### config.mk
export PLATFORM = sky130hd
export DESIGN_NAME = fb_access_arbiter
export DESIGN_NICKNAME = d
export VERILOG_FILES = /design/src/rtl/fb_arb_pkg.sv /design/src/rtl/fb_rr_pick.sv /design/src/rtl/fb_access_arbiter.sv
export SDC_FILE = /design/constraint.sdc
export NUM_CORES = 1
export LEC_CHECK = 0
export BUFFER_PORTS_ARGS = -buffer_cell sky130_fd_sc_hd__buf_2
export CAP_MARGIN = 10
export CORE_MARGIN = 2
export CORE_UTILIZATION = 30
export DETAILED_ROUTE_END_ITERATION = 8
export GPL_TIMING_DRIVEN = 0
export MAX_ROUTING_LAYER = met4
export PLACE_DENSITY = 0.54
export RECOVER_POWER = 50
export SYNTH_ARGS = -nofsm -noshare
export SYNTH_HDL_FRONTEND = slang
export SYNTH_HIERARCHICAL = 1
export SYNTH_SLANG_ARGS = --single-unit
### constraint.sdc
create_clock -name clk_pix -period 2.8 [get_ports clk_pix]
set_clock_uncertainty 0.05 [all_clocks]
set_input_delay 0.14 -clock clk_pix [delete_from_list [all_inputs] [get_ports clk_pix]]
set_output_delay 0.14 -clock clk_pix [all_outputs]
set_load 0.1 [all_outputs]
### src/rtl/fb_arb_pkg.sv
// ---------------------------------------------------------------------------
// fb_arb_pkg
// Shared definitions for the framebuffer access arbiter: the arbiter state
// encoding, framebuffer port widths, timeout counter width, and a saturating
// increment helper for that counter.
// ---------------------------------------------------------------------------
package fb_arb_pkg;

  localparam int FB_ADDR_W = 24;
  localparam int FB_DATA_W = 16;
  localparam int FB_MASK_W = 4;
  localparam int TMO_CNT_W = 16;

  typedef enum logic [1:0] {
    IDLE = 2'd0,
    BUSY = 2'd1,
    DONE = 2'd2
  } arb_state_e;

  // Counter sticks at all-ones instead of wrapping.
  function automatic logic [TMO_CNT_W-1:0] sat_inc(input logic [TMO_CNT_W-1:0] v);
    return (&v) ? v : v + 1'b1;
  endfunction

endpackage

### src/rtl/fb_rr_pick.sv
// ---------------------------------------------------------------------------
// fb_rr_pick
// Combinational round-robin picker. The search starts at last_grant+1 and
// wraps modulo NUM_REQ, so the previous owner has the lowest priority.
//   req        : request vector, one bit per requester
//   last_grant : index of the previous owner
//   valid      : at least one request is set
//   winner     : index of the chosen requester (0 when valid is low)
// ---------------------------------------------------------------------------
module fb_rr_pick #(
  parameter int NUM_REQ = 3,
  parameter int IDX_W   = $clog2(NUM_REQ)
) (
  input  logic [NUM_REQ-1:0] req,
  input  logic [IDX_W-1:0]   last_grant,
  output logic               valid,
  output logic [IDX_W-1:0]   winner
);

  always_comb begin
    int               cand;
    logic [IDX_W-1:0] cand_idx;
    // NOTE: every variable gets a default before any branch so no path leaves
    // it unassigned; otherwise synthesis infers a latch.
    valid    = 1'b0;
    winner   = '0;
    cand     = 0;
    cand_idx = '0;
    for (int i = 1; i <= NUM_REQ; i++) begin
      cand     = (int'(last_grant) + i) % NUM_REQ;
      cand_idx = cand[IDX_W-1:0];
      if (!valid && req[cand_idx]) begin
        valid  = 1'b1;
        winner = cand_idx;
      end
    end
  end

endmodule

### src/rtl/fb_access_arbiter.sv
// ---------------------------------------------------------------------------
// fb_access_arbiter
// Round-robin arbiter that multiplexes NUM_REQ requesters onto a single
// framebuffer access port. One access is in flight at a time:
// IDLE -> BUSY (access issued) -> DONE (one dead cycle) -> IDLE.
//   clk_pix, reset_i       : clock, async active-high reset
//   req_sel_i / req_wr_i   : per-requester request and write/read select
//   req_mask_i / req_address_i / req_data_i : per-requester access fields
//   req_ack_o / req_data_o : one-cycle completion pulse and shared read data
//   fb_*_o, fb_ack_i, fb_data_i : framebuffer access port
//   grant_o                : current or last owner
//   busy_o                 : high in BUSY or DONE
//   err_timeout_o          : sticky flag, access stuck in BUSY too long
// All outputs come straight from flops.
// ---------------------------------------------------------------------------
module fb_access_arbiter
  import fb_arb_pkg::*;
#(
  parameter int NUM_REQ        = 3,
  parameter int TIMEOUT_CYCLES = 1024
) (
  input  logic                                clk_pix,
  input  logic                                reset_i,
  input  logic [NUM_REQ-1:0]                  req_sel_i,
  input  logic [NUM_REQ-1:0]                  req_wr_i,
  input  logic [NUM_REQ-1:0][FB_MASK_W-1:0]   req_mask_i,
  input  logic [NUM_REQ-1:0][FB_ADDR_W-1:0]   req_address_i,
  input  logic [NUM_REQ-1:0][FB_DATA_W-1:0]   req_data_i,
  output logic [NUM_REQ-1:0]                  req_ack_o,
  output logic [FB_DATA_W-1:0]                req_data_o,
  output logic                                fb_sel_o,
  output logic                                fb_wr_o,
  output logic [FB_MASK_W-1:0]                fb_mask_o,
  output logic [FB_ADDR_W-1:0]                fb_address_o,
  output logic [FB_DATA_W-1:0]                fb_data_o,
  input  logic                                fb_ack_i,
  input  logic [FB_DATA_W-1:0]                fb_data_i,
  output logic [$clog2(NUM_REQ)-1:0]          grant_o,
  output logic                                busy_o,
  output logic                                err_timeout_o
);

  localparam int                     IDX_W    = $clog2(NUM_REQ);
  localparam logic [IDX_W-1:0]       LAST_IDX = IDX_W'(NUM_REQ - 1);
  localparam logic [TMO_CNT_W-1:0]   TMO_LAST = TMO_CNT_W'(TIMEOUT_CYCLES - 1);

  arb_state_e             state;
  arb_state_e             state_nxt;
  logic [IDX_W-1:0]       last_grant;
  logic [TMO_CNT_W-1:0]   tmo_cnt;
  logic                   pick_valid;
  logic [IDX_W-1:0]       pick_idx;

  fb_rr_pick #(
    .NUM_REQ (NUM_REQ),
    .IDX_W   (IDX_W)
  ) u_pick (
    .req        (req_sel_i),
    .last_grant (last_grant),
    .valid      (pick_valid),
    .winner     (pick_idx)
  );

  // NOTE: state and datapath registers use non-blocking assignments so every
  // flop samples the pre-edge values, independent of statement order.
  always_ff @(posedge clk_pix or posedge reset_i) begin
    if (reset_i) state <= IDLE;
    else         state <= state_nxt;
  end

  always_comb begin
    state_nxt = state;
    unique case (state)
      IDLE:    if (pick_valid) state_nxt = BUSY;
      BUSY:    if (fb_ack_i)   state_nxt = DONE;
      DONE:    state_nxt = IDLE;
      default: state_nxt = IDLE;
    endcase
  end

  always_ff @(posedge clk_pix or posedge reset_i) begin
    if (reset_i) begin
      fb_sel_o      <= 1'b0;
      fb_wr_o       <= 1'b0;
      fb_mask_o     <= '0;
      fb_address_o  <= '0;
      fb_data_o     <= '0;
      req_ack_o     <= '0;
      req_data_o    <= '0;
      grant_o       <= '0;
      last_grant    <= LAST_IDX;  // requester 0 wins the first arbitration
      busy_o        <= 1'b0;
      err_timeout_o <= 1'b0;
      tmo_cnt       <= '0;
    end else begin
      req_ack_o <= '0;  // pulse: only the completing edge sets a bit
      busy_o    <= (state_nxt != IDLE);
      unique case (state)
        IDLE: begin
          // Winner's fields are captured once; the port stays frozen until
          // the access completes, whatever the requester does meanwhile.
          if (pick_valid) begin
            fb_sel_o     <= 1'b1;
            fb_wr_o      <= req_wr_i[pick_idx];
            fb_mask_o    <= req_mask_i[pick_idx];
            fb_address_o <= req_address_i[pick_idx];
            fb_data_o    <= req_data_i[pick_idx];
            grant_o      <= pick_idx;
          end
        end
        BUSY: begin
          if (fb_ack_i) begin
            fb_sel_o           <= 1'b0;
            req_ack_o[grant_o] <= 1'b1;
            if (!fb_wr_o) req_data_o <= fb_data_i;
            last_grant         <= grant_o;
            tmo_cnt            <= '0;
          end else begin
            // Timeout only flags; the access keeps waiting for its ack.
            tmo_cnt <= sat_inc(tmo_cnt);
            if (tmo_cnt == TMO_LAST) err_timeout_o <= 1'b1;
          end
        end
        default: ;  // DONE: acks in IDLE/DONE are ignored
      endcase
    end
  end

endmodule

Yosys cells after proc, flatten, opt, wreduce, memory -nomap -nowiden
Cells that the tools add are included.
Cells by class
  mux-type cells: 32
  equal/unequal tests: 5
  divide/modulo/power cells: 3
  bitwise gates (word level): 2
  reduce and logical (&&, ||, !) cells: 15
  add/sub/neg operators: 4
  $lt $le $gt $ge: 6
Operators with widths (count)
  remainder unit 32 x 3 -> 32 bit, second input constant: 3
  binary-select mux 24 bit (select 2 bit): 1
  two-way mux 16 bit: 3
  binary-select mux 16 bit (select 2 bit): 1
  two-way mux 24 bit: 1
  adder 16 x 1 -> 16 bit, second input constant: 1
  equality test 16 x 10 -> 1 bit, second input constant: 1
  AND reduction 16 bit: 1
  < comparator 2 x 3 -> 1 bit, second input constant: 5
  two-way mux 1 bit: 10
  two-way mux 2 bit: 5
  AND reduction 3 bit: 3
  binary-select mux 1 bit (select 2 bit): 4
  binary-select mux 4 bit (select 2 bit): 1
  adder 2 x 2 -> 3 bit, second input constant: 2
  two-way mux 3 bit: 2
  != test 2 bit, second input constant: 3
  AND reduction 2 bit: 3
  two-way mux 4 bit: 1
  case mux 2 bit (2 select lines): 1
  nonzero test 2 bit: 2
  adder 2 x 1 -> 3 bit, second input constant: 1
  logical AND 1 bit: 3
  demux 1 bit (select 2 bit): 1
  other kinds (6): 8
Storage, ports and cells
  output and inout port bits: 69
  word-level logic and storage cells: 80
  bits in registers: 89

Logic depth before layout (Yosys ltp)
  depth in word-level cells: 14
  mapped depth: 11
  depth with buffers taken out: 9

Hierarchy
The synthesis kept the hierarchy.
By module, submodules not included
  fb_access_arbiter: times used 1, cells an instance 463, area each 4465.5 sq um
  fb_rr_pick: times used 1, cells an instance 20, area each 131.4 sq um

Worst setup path after synthesis
No wires, ideal clock.
  path kind: register -> register
  start point: register last_grant[1]
  end point: register fb_address_o[0]
  required time: 2.672 ns
  arrival time: 2.352 ns
  stages on the path, launching flop included: 9
  path buffers: 2
  slack: 0.320 ns
  clock period less this slack: 2.480 ns
  cells stage by stage: dfstp_2 ha_1 maj3_2 a21oi_1 nor3b_1 clkbuf_1 clkbuf_1 nor2_1 a21oi_1
Between the ends
  elaborated cells on any way between the ends: 25
RTL lines
  from (decl): RTL line fb_access_arbiter.sv:49  | logic [IDX_W-1:0] last_grant;
  from (signal assigned): RTL line fb_access_arbiter.sv:116  | last_grant <= grant_o;
  adder 2 x 1 -> 3 bit: RTL line fb_rr_pick.sv:30  | cand = (int'(last_grant) + i) % NUM_REQ;
  remainder unit 32 x 3 -> 32 bit: RTL line fb_rr_pick.sv:30
  binary-select mux 1 bit (select 2 bit): RTL line fb_rr_pick.sv:32  | if (!valid && req[cand_idx]) begin
  two-way mux 1 bit (implied by the code): RTL line fb_rr_pick.sv:32
  two-way mux 1 bit: RTL line fb_rr_pick.sv:32
  logical NOT 1 bit: RTL line fb_rr_pick.sv:32
  logical AND 1 bit: RTL line fb_rr_pick.sv:32
  two-way mux 1 bit: RTL line fb_rr_pick.sv:32
  logical NOT 1 bit: RTL line fb_rr_pick.sv:32
  logical AND 1 bit: RTL line fb_rr_pick.sv:32
  two-way mux 1 bit (*): RTL line fb_rr_pick.sv:32
  via pick_valid: RTL line fb_access_arbiter.sv:51  | logic pick_valid;
  AND reduction 2 bit (no source line) (*)
  to (signal assigned): RTL line fb_access_arbiter.sv:106  | fb_address_o <= req_address_i[pick_idx];
  to (decl): RTL line fb_access_arbiter.sv:34  | output logic [FB_ADDR_W-1:0] fb_address_o,
The timed path passes the listed nets; every way through them passes the cells marked *. The select of a mux whose other input is x is not followed.
A chain may end at the register's enable or synchronous reset.

Worst setup path in the final report
  start point: register last_grant[1]
  end point: register fb_address_o[1]
Between the ends
  cells in the longest elaborated chain, start to end: 13
  elaborated cells on any way between the ends: 25
Ends and longest elaborated chain
  adder 2 x 1 -> 3 bit: RTL line fb_rr_pick.sv:30
  remainder unit 32 x 3 -> 32 bit: RTL line fb_rr_pick.sv:30
  binary-select mux 1 bit (select 2 bit): RTL line fb_rr_pick.sv:32
  two-way mux 1 bit (implied by the code): RTL line fb_rr_pick.sv:32
  two-way mux 1 bit: RTL line fb_rr_pick.sv:32
  logical NOT 1 bit: RTL line fb_rr_pick.sv:32
  logical AND 1 bit: RTL line fb_rr_pick.sv:32
  two-way mux 1 bit: RTL line fb_rr_pick.sv:32
  logical NOT 1 bit: RTL line fb_rr_pick.sv:32
  logical AND 1 bit: RTL line fb_rr_pick.sv:32
  two-way mux 2 bit (*): RTL line fb_rr_pick.sv:32
  via pick_idx[0]: RTL line fb_access_arbiter.sv:52  | logic [IDX_W-1:0] pick_idx;
  binary-select mux 24 bit (select 2 bit) (*): RTL line fb_access_arbiter.sv:106
  two-way mux 24 bit (implied by the code) (*): RTL line fb_access_arbiter.sv:106
Marked as above.

==> summary by stage <==
STA
Counting I/O delays and the setup requirement, the final critical path takes approximately 2.6 ns. Derived from the worst setup path, the maximum achievable clock frequency is roughly 380 MHz. Setup repair after global routing could not meet its margin everywhere. At the pin with the least slew margin, the transition time is roughly 1.3 ns. The final critical path takes up between 90% and 100% of the cycle. The number of failing hold endpoints at the final stage is 0. Measured against its own limit, the worst slew margin works out to between 10% and 20%.

The total setup violations reported at the end of the flow is 0. The max-slew violation total from the final report came to 0. The post-route setup TNS is 0 ns. The worst setup slack after layout is 0.153 ns.

GRT
The via count of the first global-routing pass is around 4800. The global-route wire length before repair is 23200 um. The largest net degree at the start of global routing is 61.

The remaining global-route overflow is 0. The number of antenna violations at the first check in global routing is 2. In the global route stage, overall resource usage came out at a little under a fifth.

Place
The detailed placement HPWL is between 10000 and 15000 um. Buffers placed on the I/O ports in this run total 224. In this run the cell area measured after placement is approximately 0.0060 mm^2. The final weighted congestion in routability-driven placement is between 0.8 and 0.9.

Prior to clock tree synthesis, the placed netlist has a worst setup slack of -0.319 ns.

Logic synthesis
Synthesis produced a netlist with a net count of ~640. The synthesized cell area is 0.00460 mm^2. The prevailing post-synth register cell is sky130_fd_sc_hd__dfrtp_1. The synthesized design contains a little under 90 register bits. A synthesized cell averages around 9.5 um^2.

The library cell occupying the most area in the post-synthesis netlist is sky130_fd_sc_hd__dfrtp_1. Among all cell types in the netlist, the one instantiated most often is sky130_fd_sc_hd__nor2_1. The count of flip-flops with a built-in enable after synthesis is 0.

The synthesized netlist cell count is about 480. Sorting the synthesized cells by area gives the leading types as sky130_fd_sc_hd__dfrtp_1 48%, sky130_fd_sc_hd__a21oi_1 11%, sky130_fd_sc_hd__mux2i_1 9.8%, sky130_fd_sc_hd__nor2_1 8.2%, sky130_fd_sc_hd__mux2_2 5.1%. Sorting the synthesized cells by how often they occur yields 101 x sky130_fd_sc_hd__nor2_1, 99 x sky130_fd_sc_hd__a21oi_1, 88 x sky130_fd_sc_hd__dfrtp_1.

The sequential fraction of the synthesis area is approximately half. Synthesis instantiated between 40 and 50 different standard cells from the library. The async set-reset flop share out of synthesis is 100%. The number of warnings issued by yosys is 6. After synthesis, the largest area contributor takes up 47.9% of total cell area.

Route
Using the TritonRoute via totals, the vias-per-cell ratio works out to slightly below 5. Routed signal wires occupy layers up through met4. The wire length the detailed router placed on met1 is 6150 um. The final route contains 4600 vias. After detailed routing, the average wire length per cell comes to 15.8 um. For this run, design rule violations remaining after detail routing come to 0. The first TritonRoute pass finished after 4 iterations. The detailed route wirelength on metal2 is 7330 um. The total length of routed wires is approximately 15000 um. The remaining number of nets flagged by the antenna check after routing is 0. The number of violations reported at the end of detailed-routing iteration 0 is around 190. In the detailed route, the total length drawn on met3 is 927 um.

Floorplan
The die boundary width is between 100 and 150 um. The die covers ~0.016 mm^2. The total core area is approximately 0.015 mm^2. The site row count is 45. Once the floorplan was initialized, standard cells occupied 30.5% of the core. The number of top-level design ports is between 200 and 250.

From bottom edge to top edge, the die measures 128 um.

Layout
In the final layout, the share of cells above drive strength 1 is a little over a third. The area growth from synthesis to layout is 39.1%. The final design area excluding fillers is 0.00639 mm^2.

After the last flow step, the layout net total stands at roughly 900.

Worst setup path
Counting cells, the worst reg-to-reg path comes to 9. Along the worst path, the maximum fanout reaches 10. STA puts the critical path data required time at approximately 3 ns. The worst setup path is of the register to register kind. The critical path launch point type is a register.

Data on the critical path arrives at its endpoint at ~2.9 ns. The sort of element at the end of the critical path is a register.

Clock tree
The clock latency on the worst-skew pair is approximately 0.34 ns. Buffers added to address setup during post-CTS repair amount to 0. The TritonCTS clock tree is yes.

The number of buffers created by CTS is 9. The number of levels in the clock H-tree is 3. Clock tree synthesis found a total of 89 sinks. The number of buffers on the longest clock path is 2. After clock tree synthesis, the clock-pin slew on the worst setup and hold paths is 0.06 ns. The root buffer cell chosen for the clock tree is sky130_fd_sc_hd__clkbuf_16.

Worst hold path
The worst hold path belongs to the class input pin to register. The cell depth of the worst min-delay path is 3.

Outcome
The run finished with clean final reports.

Flow run
The max-capacitance violation count is 0.
## final timing paths
| kind | start | to | slack (ns) |
|---|---|---|---|
| hold reg to reg | err_timeout_o$_DFFE_PP0P_ | err_timeout_o$_DFFE_PP0P_ | 0.44 |
| hold / removal | req_data_i[29] | fb_data_o[13]$_DFFE_PP0P_ | 0.04 |
| min in group asynchronous | reset_i | req_data_o[15]$_DFFE_PP0P_ | 0.57 |
| setup reg to reg | last_grant[1]$_DFFE_PP1P_ | fb_address_o[1]$_DFFE_PP0P_ | 0.15 |
| max in group asynchronous | reset_i | fb_address_o[21]$_DFFE_PP0P_ | 0.64 |
| setup / recovery | last_grant[1]$_DFFE_PP1P_ | fb_address_o[1]$_DFFE_PP0P_ | 0.15 |
## cell usage in the layout, fill, tap and decap left out, types with 2 or more instances in the layout
cell type	n
sky130_fd_sc_hd__dlygate4sd3_1	17
sky130_fd_sc_hd__dfrtp_1	88
sky130_fd_sc_hd__o21ai_0	9
sky130_fd_sc_hd__a221o_2	5
sky130_fd_sc_hd__nor2_1	101
sky130_fd_sc_hd__clkbuf_1	41
sky130_fd_sc_hd__ha_1	3
sky130_fd_sc_hd__nand2b_1	2
sky130_fd_sc_hd__clkbuf_16	9
sky130_fd_sc_hd__diode_2	3
sky130_fd_sc_hd__nand4_1	4
sky130_fd_sc_hd__nor2b_1	4
sky130_fd_sc_hd__a2111oi_0	2
sky130_fd_sc_hd__mux2_2	21
sky130_fd_sc_hd__o211ai_1	2
sky130_fd_sc_hd__a31oi_1	4
sky130_fd_sc_hd__inv_1	8
sky130_fd_sc_hd__a22o_1	4
sky130_fd_sc_hd__mux2i_1	45
sky130_fd_sc_hd__a21oi_1	99
sky130_fd_sc_hd__o21a_1	3
sky130_fd_sc_hd__nand2_1	9
sky130_fd_sc_hd__nor3_1	7
sky130_fd_sc_hd__nor4_1	3
sky130_fd_sc_hd__clkinv_2	2
sky130_fd_sc_hd__and3_1	2
sky130_fd_sc_hd__nor3b_1	5
sky130_fd_sc_hd__clkbuf_2	13
sky130_fd_sc_hd__buf_2	195
sky130_fd_sc_hd__clkbuf_4	5
sky130_fd_sc_hd__nand3_1	4
## cell type report
type                    instances  area (um^2)
diodes                          3         7.51
plain buffers                  28          144
clock buffers                  12          246
clock inverters                 3         17.5
fillers                      1564         8700
inverters                       9         35.0
multi-input cells             357         2220
flip-flops and latches         89         2230
well taps                     188          235
repair buffers                242         1260
## metal layers
metal	global-route usage (%)	vias up
met1	21.0	2178
met3	4.59	20
met4	6.66	0
met5	-	-
li1	-	2228
met2	32.1	174
## registers in the layout, summed over array words and instances (netlist names), 2 cells and up
name	cells
fb_mask_o	4
req_ack_o	3
tmo_cnt	16
grant_o	2
state	2
last_grant	2
fb_data_o	16
fb_address_o	24
req_data_o	16
## what timing repair did
| item | CTS | global route |
|---|---|---|
| endpoints found under the hold margin | 45 | 0 |
| endpoints found under the setup margin | 43 | 39 |
| hold buffers | 17 | 0 |
| gates resized for setup | 6 | 23 |
## worst max-delay path: stages, from the launching register on
cell	delay, ns
sky130_fd_sc_hd__dfstp_2	0.54
sky130_fd_sc_hd__ha_1	0.25
sky130_fd_sc_hd__nor2b_1	0.21
sky130_fd_sc_hd__o21ai_0	0.11
sky130_fd_sc_hd__a21oi_1	0.27
sky130_fd_sc_hd__nor2b_1	0.17
sky130_fd_sc_hd__clkbuf_2	0.25
sky130_fd_sc_hd__clkbuf_1	0.37
sky130_fd_sc_hd__a21oi_1	0.17
sky130_fd_sc_hd__a21oi_1	0.17
## through the flow
stage	std cells	utilization, %	hold slack (ns)
global placement	895	39.5	0.325
floorplan	483	-	0.242
CTS	928	42.6	0.0253
global route	930	42.4	0.0423
finish	931	42.4	0.0394
detailed placement	896	39.7	0.119
## logic make-up after synthesis
| group | synth area share (%) |
|---|---|
| AO/OA/AOI/OAI | 17.5 |
| adder cells (fa/ha/maj) | 1.06 |
| buffers and inverters | 3.27 |
| flip-flops | 48.5 |
| multiplexers | 14.9 |
| AND/OR/NAND/NOR | 14.8 |
Power is not shown: default switching activity piles up to over one toggle a cycle in this logic, so the estimate is an artifact.
